`config.mk`:
```
export PLATFORM = sky130hd
export DESIGN_NAME = ftdi_sync_fifo_bridge
export DESIGN_NICKNAME = d
export VERILOG_FILES = /design/src/rtl/ftdi_pkg.sv /design/src/rtl/cmd_assembler.sv /design/src/rtl/ftdi_sync_fifo_bridge.sv
export SDC_FILE = /design/constraint.sdc
export NUM_CORES = 1
export LEC_CHECK = 0
export ABC_CLOCK_PERIOD_IN_PS = 2800
export BUFFER_PORTS_ARGS = -buffer_cell sky130_fd_sc_hd__buf_2
export CORE_UTILIZATION = 52
export DETAILED_ROUTE_END_ITERATION = 10
export GPL_TIMING_DRIVEN = 0
export PLACE_DENSITY = 0.81
export REMOVE_ABC_BUFFERS = 1
export SETUP_SLACK_MARGIN = 0.1
export SYNTH_ARGS = -nofsm -noshare
export SYNTH_HDL_FRONTEND = slang
export SYNTH_HIERARCHICAL = 1
export SYNTH_SLANG_ARGS = --single-unit
```
`constraint.sdc`:
```
create_clock -name clk -period 2.8 [get_ports clk]
set_input_delay 0.28 -clock clk [delete_from_list [all_inputs] [get_ports clk]]
set_output_delay 0.28 -clock clk [all_outputs]
set_load 0.05 [all_outputs]
```
`src/rtl/ftdi_pkg.sv`:
```
// rtl/ftdi_pkg.sv - shared types and constants for the FTDI sync FIFO bridge
package ftdi_pkg;

  localparam int BUS_W = 8;

  localparam logic STROBE_ON  = 1'b0;
  localparam logic STROBE_OFF = 1'b1;

  typedef enum logic [2:0] {
    ST_IDLE,
    ST_RX_OE,
    ST_RX_READ,
    ST_RX_END,
    ST_TX_WRITE,
    ST_TX_END
  } state_t;

endpackage

```
`src/rtl/cmd_assembler.sv`:
```
// rtl/cmd_assembler.sv - packs received bytes LSB-first into CMD_BYTES-wide command words
module cmd_assembler
  import ftdi_pkg::*;
#(
  parameter int CMD_BYTES = 1
) (
  input  logic                       clk,
  input  logic                       n_rst,
  input  logic                       byte_valid,
  input  logic [BUS_W-1:0]           byte_data,
  output logic [BUS_W*CMD_BYTES-1:0] cmd_data,
  output logic                       cmd_valid
);

  localparam int CW = (CMD_BYTES > 1) ? $clog2(CMD_BYTES) : 1;

  logic [CW-1:0]              byte_cnt;
  logic [BUS_W*CMD_BYTES-1:0] shadow;
  logic [BUS_W*CMD_BYTES-1:0] assembled;
  logic                       last_byte;

  assign last_byte = (byte_cnt == CW'(CMD_BYTES - 1));

  // Merge the incoming byte so the final byte can go straight to cmd_data.
  always_comb begin
    assembled = shadow;
    assembled[BUS_W*int'(byte_cnt) +: BUS_W] = byte_data;
  end

  always_ff @(posedge clk or negedge n_rst) begin
    if (!n_rst) begin
      byte_cnt  <= '0;
      shadow    <= '0;
      cmd_data  <= '0;
      cmd_valid <= 1'b0;
    end else begin
      cmd_valid <= 1'b0;
      if (byte_valid) begin
        shadow <= assembled;
        if (last_byte) begin
          byte_cnt  <= '0;
          cmd_data  <= assembled;
          cmd_valid <= 1'b1;
        end else begin
          byte_cnt <= byte_cnt + 1'b1;
        end
      end
    end
  end

endmodule

```
`src/rtl/ftdi_sync_fifo_bridge.sv`:
```
// rtl/ftdi_sync_fifo_bridge.sv - FT245 sync FIFO bridge: RX command assembly, bounded TX bursts, arbitration
module ftdi_sync_fifo_bridge
  import ftdi_pkg::*;
#(
  parameter int CMD_BYTES    = 1,
  parameter int TX_BURST_MAX = 512,
  parameter int RX_PRIORITY  = 1
) (
  input  logic                       clk,
  input  logic                       n_rst,
  input  logic [BUS_W-1:0]           ftdi_d_i,
  output logic [BUS_W-1:0]           ftdi_d_o,
  output logic                       ftdi_d_oe,
  input  logic                       ftdi_nrxf,
  input  logic                       ftdi_ntxe,
  output logic                       ftdi_nrd,
  output logic                       ftdi_noe,
  output logic                       ftdi_nwr,
  output logic [BUS_W*CMD_BYTES-1:0] cmd_data,
  output logic                       cmd_valid,
  input  logic [BUS_W-1:0]           tx_data,
  input  logic                       tx_valid,
  output logic                       tx_ready,
  output logic                       busy
);

  localparam int BW = $clog2(TX_BURST_MAX + 1);

  state_t        state, state_next;
  logic [BW-1:0] burst_cnt;
  logic          alt_tx;
  logic          grant;
  logic          tx_xfer;
  logic          rx_byte;

  assign tx_xfer = (state == ST_TX_WRITE) && tx_valid && !ftdi_ntxe;
  assign rx_byte = (state == ST_RX_READ) && !ftdi_nrxf;

  always_comb begin
    state_next = state;
    grant      = 1'b0;
    ftdi_d_oe  = 1'b0;
    ftdi_d_o   = '0;
    ftdi_nwr   = STROBE_OFF;
    tx_ready   = 1'b0;
    busy       = (state != ST_IDLE);
    case (state)
      ST_IDLE: begin
        if (!ftdi_nrxf && !ftdi_ntxe && tx_valid) begin
          grant      = 1'b1;
          state_next = ((RX_PRIORITY != 0) || !alt_tx) ? ST_RX_OE : ST_TX_WRITE;
        end else if (!ftdi_nrxf) begin
          grant      = 1'b1;
          state_next = ST_RX_OE;
        end else if (!ftdi_ntxe && tx_valid) begin
          grant      = 1'b1;
          state_next = ST_TX_WRITE;
        end
      end
      ST_RX_OE:   state_next = ST_RX_READ;
      ST_RX_READ: if (ftdi_nrxf) state_next = ST_RX_END;
      ST_RX_END:  state_next = ST_IDLE;
      ST_TX_WRITE: begin
        ftdi_d_oe = 1'b1;
        ftdi_d_o  = tx_data;
        ftdi_nwr  = !tx_valid;
        tx_ready  = !ftdi_ntxe;
        if (!tx_valid || ftdi_ntxe || (burst_cnt == BW'(TX_BURST_MAX - 1)))
          state_next = ST_TX_END;
      end
      ST_TX_END:  state_next = ST_IDLE;
      default:    state_next = ST_IDLE;
    endcase
  end

  // Read strobes are registered from the next state so they line up with the state register.
  always_ff @(posedge clk or negedge n_rst) begin
    if (!n_rst) begin
      state     <= ST_IDLE;
      ftdi_nrd  <= STROBE_OFF;
      ftdi_noe  <= STROBE_OFF;
      burst_cnt <= '0;
      alt_tx    <= 1'b0;
    end else begin
      state    <= state_next;
      ftdi_nrd <= (state_next == ST_RX_READ) ? STROBE_ON : STROBE_OFF;
      ftdi_noe <= (state_next == ST_RX_OE || state_next == ST_RX_READ) ? STROBE_ON : STROBE_OFF;
      if (grant)
        alt_tx <= !alt_tx;
      if (state == ST_TX_END)
        burst_cnt <= '0;
      else if (tx_xfer)
        burst_cnt <= burst_cnt + 1'b1;
    end
  end

  cmd_assembler #(.CMD_BYTES(CMD_BYTES)) u_cmd_assembler (
    .clk        (clk),
    .n_rst      (n_rst),
    .byte_valid (rx_byte),
    .byte_data  (ftdi_d_i),
    .cmd_data   (cmd_data),
    .cmd_valid  (cmd_valid)
  );

endmodule
```
==> out/results.ini, run 1 <==
[min_path]
min_path_type = primary input to flop

[cts]
cts.htree.levels = 1
root_buffer = clkbuf_4
cts_hold_buf = 1
cts_tree = done
path_clk_slew_ps = 120
numCtsBuffers = 3
clk_latency_ps = 300
clkSinkCount = 24
clk_path_buf_depth = 2
post_cts_buffers = 0
cts_resized = 0

[cells_and_area]
final_cells = 182
final_area_um2 = 1480
n_antenna_cell = 0
syn_to_final_growth_pct = 21.0
final_nets = 177
mostFrequentLayoutCells = buf_2 (43), dfrtp_1 (22), nor2_1 (9), nand2_1 (9), and2_1 (9)
final_common_cell = buf_2
drive_gt1_share_pct = 39.6

[place]
place.port_buffers = 43
gp_congestion = 0.916
hpwlAfterDp_um = 1750
dp.cells = 177
placed_cell_area_um2 = 1440

[synth]
synthTopCellsByArea = dfrtp_1 (45%), mux2_4 (9.8%), and2_1 (4.6%)
synth.avg_cell_area_um2 = 11.0
seq_area_frac_synth_pct = 49.4
yosysUniqueCellTypes = 30
ys_ff_latch = 24
yosys_warnings = 6
synthesis.instances = 111
synth_area_um2 = 1220
synth.largest_area_cell = dfrtp_1
yosys.area.top_type_share_pct = 45.1

[sta]
maxSlewViolCount = 0
relSlewSlack_pct = 40.3
tightestPinTransition_ps = 891
min_period_over_period_pct = 86.2
skew_ps = 7.86
setup_viol = 0
hold_violations = 0
period_minus_slack_ps = 2410
clock.fmax_mhz = 414
tns_ps = 0
rsz0062_at_grt = no

[setup_path]
crit_buf_inv = 2
cp_max_fo = 13
worstPathRequired_ps = 2520
worst_path_max_delay_cell = or3b_1
rrSetupSlack_ps = 960
worst_setup_path_start_kind = flop
cp_cell_sequence = or3b_1 > inv_1 > and2_1 > buf_2
cp-end-kind = primary output
path_class = flop to primary output
cpLargestDelayFamily = simple AND/OR/NAND/NOR gates
cp.arrival_ps = 2130
cpPeakStageDelay_ps = 550

[power_and_ir_drop]
finalPower_w = 0.00143
power-per-cell-area_nw_per_um2 = 971
leakage_nw = 0.754
peakVddDrop_uv = 655

[detailed_routing]
ant_nets = 0
remaining_drc_errors = 0
routedWlPerCell_um = 12.5
drt-initial-drc-count = 32
via_per_inst = 5.27
dr.pass1.iters = 4
num_vias = 959
totalWireLength_um = 2280

[floorplan]
dieWidth_um = 50.5
dieHeight_um = 50.5
fp.coreArea_um2 = 2210
top_level_ports = 44
initial_core_util_pct = 55.2
rows = 17
dieArea_um2 = 2550

[flow_run]
cap_violations = 0

[grt]
grt-ovfl-total = 0
grt_pass1_wl_um = 3910
grt_max_degree = 25
grt_pass1_vias = 898
grt_use_total_pct = 20.6
antenna_found_initial = 0

[status]
status = completed

## logic make-up after synthesis
kind of cell	Yosys count	synth area share (%)
and+or+nand+nor	52	25.6
DFF	24	49.4
AOI/OAI and AO/OA	11	5.12
muxes	10	11.5
buffers and inverters	8	3.79
xor gates and xnor gates	5	3.59
adders and majority gates	1	1.02
## stage by stage
step / hold slack, ps / utilization [%] / setup WS (ps)
after floorplan: -15.6 / - / 567
after global placement: 275 / 64.9 / 569
after detailed placement: 275 / 65.2 / 752
after CTS: 202 / 66.8 / 404
after global routing: 182 / 66.8 / 257
final: 211 / 66.8 / 387
## worst paths after layout
kind | startpoint | to | cells past startpoint
min in group asynchronous | n_rst | state[1] | 2
max in group asynchronous | n_rst | ftdi_nrd | 2
hold reg to reg | u_cmd_assembler/shadow[3] | u_cmd_assembler/shadow[3] | 1
hold / removal | ftdi_d_i[0] | u_cmd_assembler/shadow[0] | 2
setup / recovery | state[2] | ftdi_d_o[4] | 4
setup reg to reg | state[2] | burst_cnt[0] | 5
## power by group
| group | internal (W) | switching, W |
|---|---|---|
| clock | 0.0000554 | 0.0000893 |
| combinational | 0.000233 | 0.000515 |
| sequential | 0.000462 | 0.0000792 |
| total | 0.000750 | 0.000684 |
## flip-flops by register name, indices dropped and copies added (netlist names)
register and flops:
u_cmd_assembler/cmd_data 4, state 3, u_cmd_assembler/shadow 4, burst_cnt 10, u_cmd_assembler/cmd_valid 1, ftdi_noe 1, ftdi_nrd 1
## cell type report
class,instances,area (um^2)
inverter,3,11.3
tap,28,35.0
fill,174,734
sequential,24,603
timing repair buffer,44,225
multi-input combinational,79,577
clock buffer,4,26.3
## routing by layer
| metal | wire length [um] | global-route usage, % | vias to the layer above |
|---|---|---|---|
| li1 | - | - | 462 |
| met1 | 937 | 25.6 | 455 |
| met3 | 153 | 2.73 | 2 |
| met4 | 6 | 5.56 | 0 |
| met5 | 0 | 0 | - |
| met2 | 1180 | 37.1 | 40 |
## cells in the mapped netlist
master	number
clkbuf_1	2
nand2_1	9
nor3_1	3
nand4b_1	1
o21bai_1	2
nor2_1	9
mux2_4	8
nor2_2	1
ha_1	1
inv_1	3
xor2_1	1
o21ai_0	4
nor4_4	2
buf_2	1
or3b_1	1
a211oi_1	1
or4b_4	1
nand3_1	6
a21oi_1	4
nand2b_1	1
nand4_1	3
or3_1	2
dfrtp_1	22
nor3b_1	1
nor2b_1	3
dfstp_2	2
buf_6	2
and2_1	9
mux2i_1	2
xnor2_1	4
Note: power is estimated with default switching activity, not from simulation.
==> run 2: changes to the inputs <==
Settings changed: RECOVER_POWER from default to 100.
==> out/results.ini, run 2 (same netlist as run 1, synthesis figures left out) <==
[status]
status = finished, violations left  ; was completed
violations = max-capacitance violations, max-slew violations

[grt]
grt_use_total_pct = 20.6  ; unchanged
antenna_found_initial = 0  ; unchanged
grt_max_degree = 25  ; unchanged
grt_pass1_vias = 898  ; unchanged
grt_pass1_wl_um = 3910  ; unchanged
grt-ovfl-total = 0  ; unchanged

[cells_and_area]
fin_util_pct = 64.0  ; was 66.8%
final_common_cell = buf_2  ; unchanged
largest_reg_flops = 10  ; unchanged
mostFrequentLayoutCells = buf_2 (24), dfrtp_1 (22), clkbuf_1 (20)  ; was buf_2 (43), dfrtp_1 (22), nor2_1 (9), nand2_1 (9), and2_1 (9)
n_antenna_cell = 0  ; unchanged
drive_gt1_share_pct = 24.7  ; was 39.6%
syn_to_final_growth_pct = 15.9  ; was 21.0%
fillers = 195  ; was 174
largestRegisters = burst_cnt (10), u_cmd_assembler/cmd_data (4), u_cmd_assembler/shadow (4)  ; unchanged
largest-register = burst_cnt  ; unchanged
multi_input_area_um2 = 538  ; was 577 um^2
final_nets = 177  ; unchanged
final_cells = 182  ; unchanged
regArea_um2 = 603  ; unchanged

[floorplan]
top_level_ports = 44  ; unchanged
fp.coreArea_um2 = 2210  ; unchanged
dieArea_um2 = 2550  ; unchanged
dieWidth_um = 50.5  ; unchanged
initial_core_util_pct = 55.2  ; unchanged
dieHeight_um = 50.5  ; unchanged
rows = 17  ; unchanged

[place]
gp_congestion = 0.916  ; unchanged
hpwlAfterDp_um = 1750  ; unchanged
place.port_buffers = 43  ; unchanged
dp.cells = 177  ; unchanged

[sta]
maxSlewViolCount = 10  ; was 0
min_period_over_period_pct = 90.4  ; was 86.2%
clock.fmax_mhz = 395  ; was 414 MHz
period_minus_slack_ps = 2530  ; was 2410 ps
rsz0062_at_grt = no  ; unchanged
tightestPinTransition_ps = 1540  ; was 891 ps
tns_ps = 0  ; unchanged
skew_ps = 10.0  ; was 7.86 ps
hold_violations = 0  ; unchanged
relSlewSlack_pct = -3.53  ; was 40.3%
setup_viol = 0  ; unchanged

[cts]
post_cts_buffers = 0  ; unchanged
clk_path_buf_depth = 2  ; unchanged
path_clk_slew_ps = 120  ; about the same
cts.htree.levels = 1  ; unchanged
clkSinkCount = 24  ; unchanged
numCtsBuffers = 3  ; unchanged
root_buffer = clkbuf_4  ; unchanged
cts_tree = done  ; unchanged
clk_latency_ps = 300  ; about the same

[setup_path]
worstPathRequired_ps = 2520  ; about the same
rr_endpoint = u_cmd_assembler/shadow[5]  ; was burst_cnt[0]
rrSetupSlack_ps = 490  ; was 960 ps
r2r-start = state[0]  ; was state[2]
cp.arrival_ps = 2250  ; was 2130 ps
cp-end-kind = primary output  ; unchanged
r2r_cells = 3  ; was 5
cp_max_fo = 13  ; unchanged
path_class = flop to primary output  ; unchanged
worst_setup_path_start_kind = flop  ; unchanged

[detailed_routing]
via_per_inst = 5.19  ; was 5.27
dr.pass1.iters = 4  ; unchanged
routedWlPerCell_um = 12.7  ; was 12.5 um
ant_nets = 0  ; unchanged
drt-initial-drc-count = 35  ; was 32
num_vias = 944  ; was 959
totalWireLength_um = 2310  ; was 2280 um
remaining_drc_errors = 0  ; unchanged

[min_path]
hold-path-endpoint = u_cmd_assembler/shadow[0]  ; unchanged
min_path_cells = 2  ; unchanged
min_path_type = primary input to flop  ; unchanged
hold_path_startpoint = ftdi_d_i[0]  ; unchanged

[power_and_ir_drop]
power-per-cell-area_nw_per_um2 = 993  ; was 971 nW/um^2
leakage_nw = 0.659  ; was 0.754 nW
peakVddDrop_uv = 605  ; was 655 uV

[flow_run]
cap_violations = 1  ; was 0

==> run 2: cell types whose count changed in the layout (fill, tap and decap cells not counted), sizes merged <==
| cell | before | now |
|---|---|---|
| buf | 43 | 24 |
| clkbuf | 4 | 23 |
==> run 2: power breakdown <==
part	internal (W)	total, W	switching (W)
Clock	0.0000554	0.000147	0.0000914
Sequential	0.000462	0.000542	0.0000804
Combinational	0.000203	0.000716	0.000512
==> run 2: layer usage <==
layer	wire, um	global-route usage, %	vias up
met3	116	2.73	4
met2	1150	37.1	28
met1	1030	25.6	447
met4	19	5.56	0
met5	0	0	-
li1	-	-	465
==> run 2: per-stage QoR <==
| stage | instance area, um^2 | total power (W) | hold WS, ps | worst slack, ps |
|---|---|---|---|---|
| after floorplan | 1190 | 0.00113 | -15.6 | 567 |
| after global placement | 1440 | 0.00127 | 275 | 569 |
| after detailed placement | 1440 | 0.00130 | 275 | 752 |
| after CTS | 1480 | 0.00145 | 202 | 404 |
| after global routing | 1420 | 0.00149 | 182 | 133 |
| final | 1420 | 0.00140 | 204 | 270 |
==> run 2: what timing repair did <==
| item | 4_1_cts | 5_1_grt |
|---|---|---|
| hold endpoints to repair | 22 | 0 |
| hold buffers | 1 | 0 |
| gates resized for setup | 0 | 0 |
==> run 2: worst max path at each step <==
stage	startpoint	to	cells past startpoint
2_1_floorplan	state[2]	ftdi_d_o[0]	3
6_report	state[2]	ftdi_d_o[7]	4
3_3_place_gp	state[0]	u_cmd_assembler/shadow[5]	3
5_1_grt	state[2]	ftdi_d_o[7]	4
4_1_cts	state[2]	ftdi_d_o[4]	4
3_5_place_dp	state[2]	ftdi_d_o[4]	4
==> run 2: critical path: stages, from the launching register on <==
cell      delay [ps]
dfrtp_1          530
or3b_1           500
inv_1            270
and2_1           170
clkbuf_1         470
==> run 2: area by class of cell <==
class,count,area share (%)
repair buffers,44,14.2
multi-input cells,79,38.0
well taps,28,2.48
inverters,3,0.796
flip-flops and latches,24,42.6
clock buffers,4,1.86
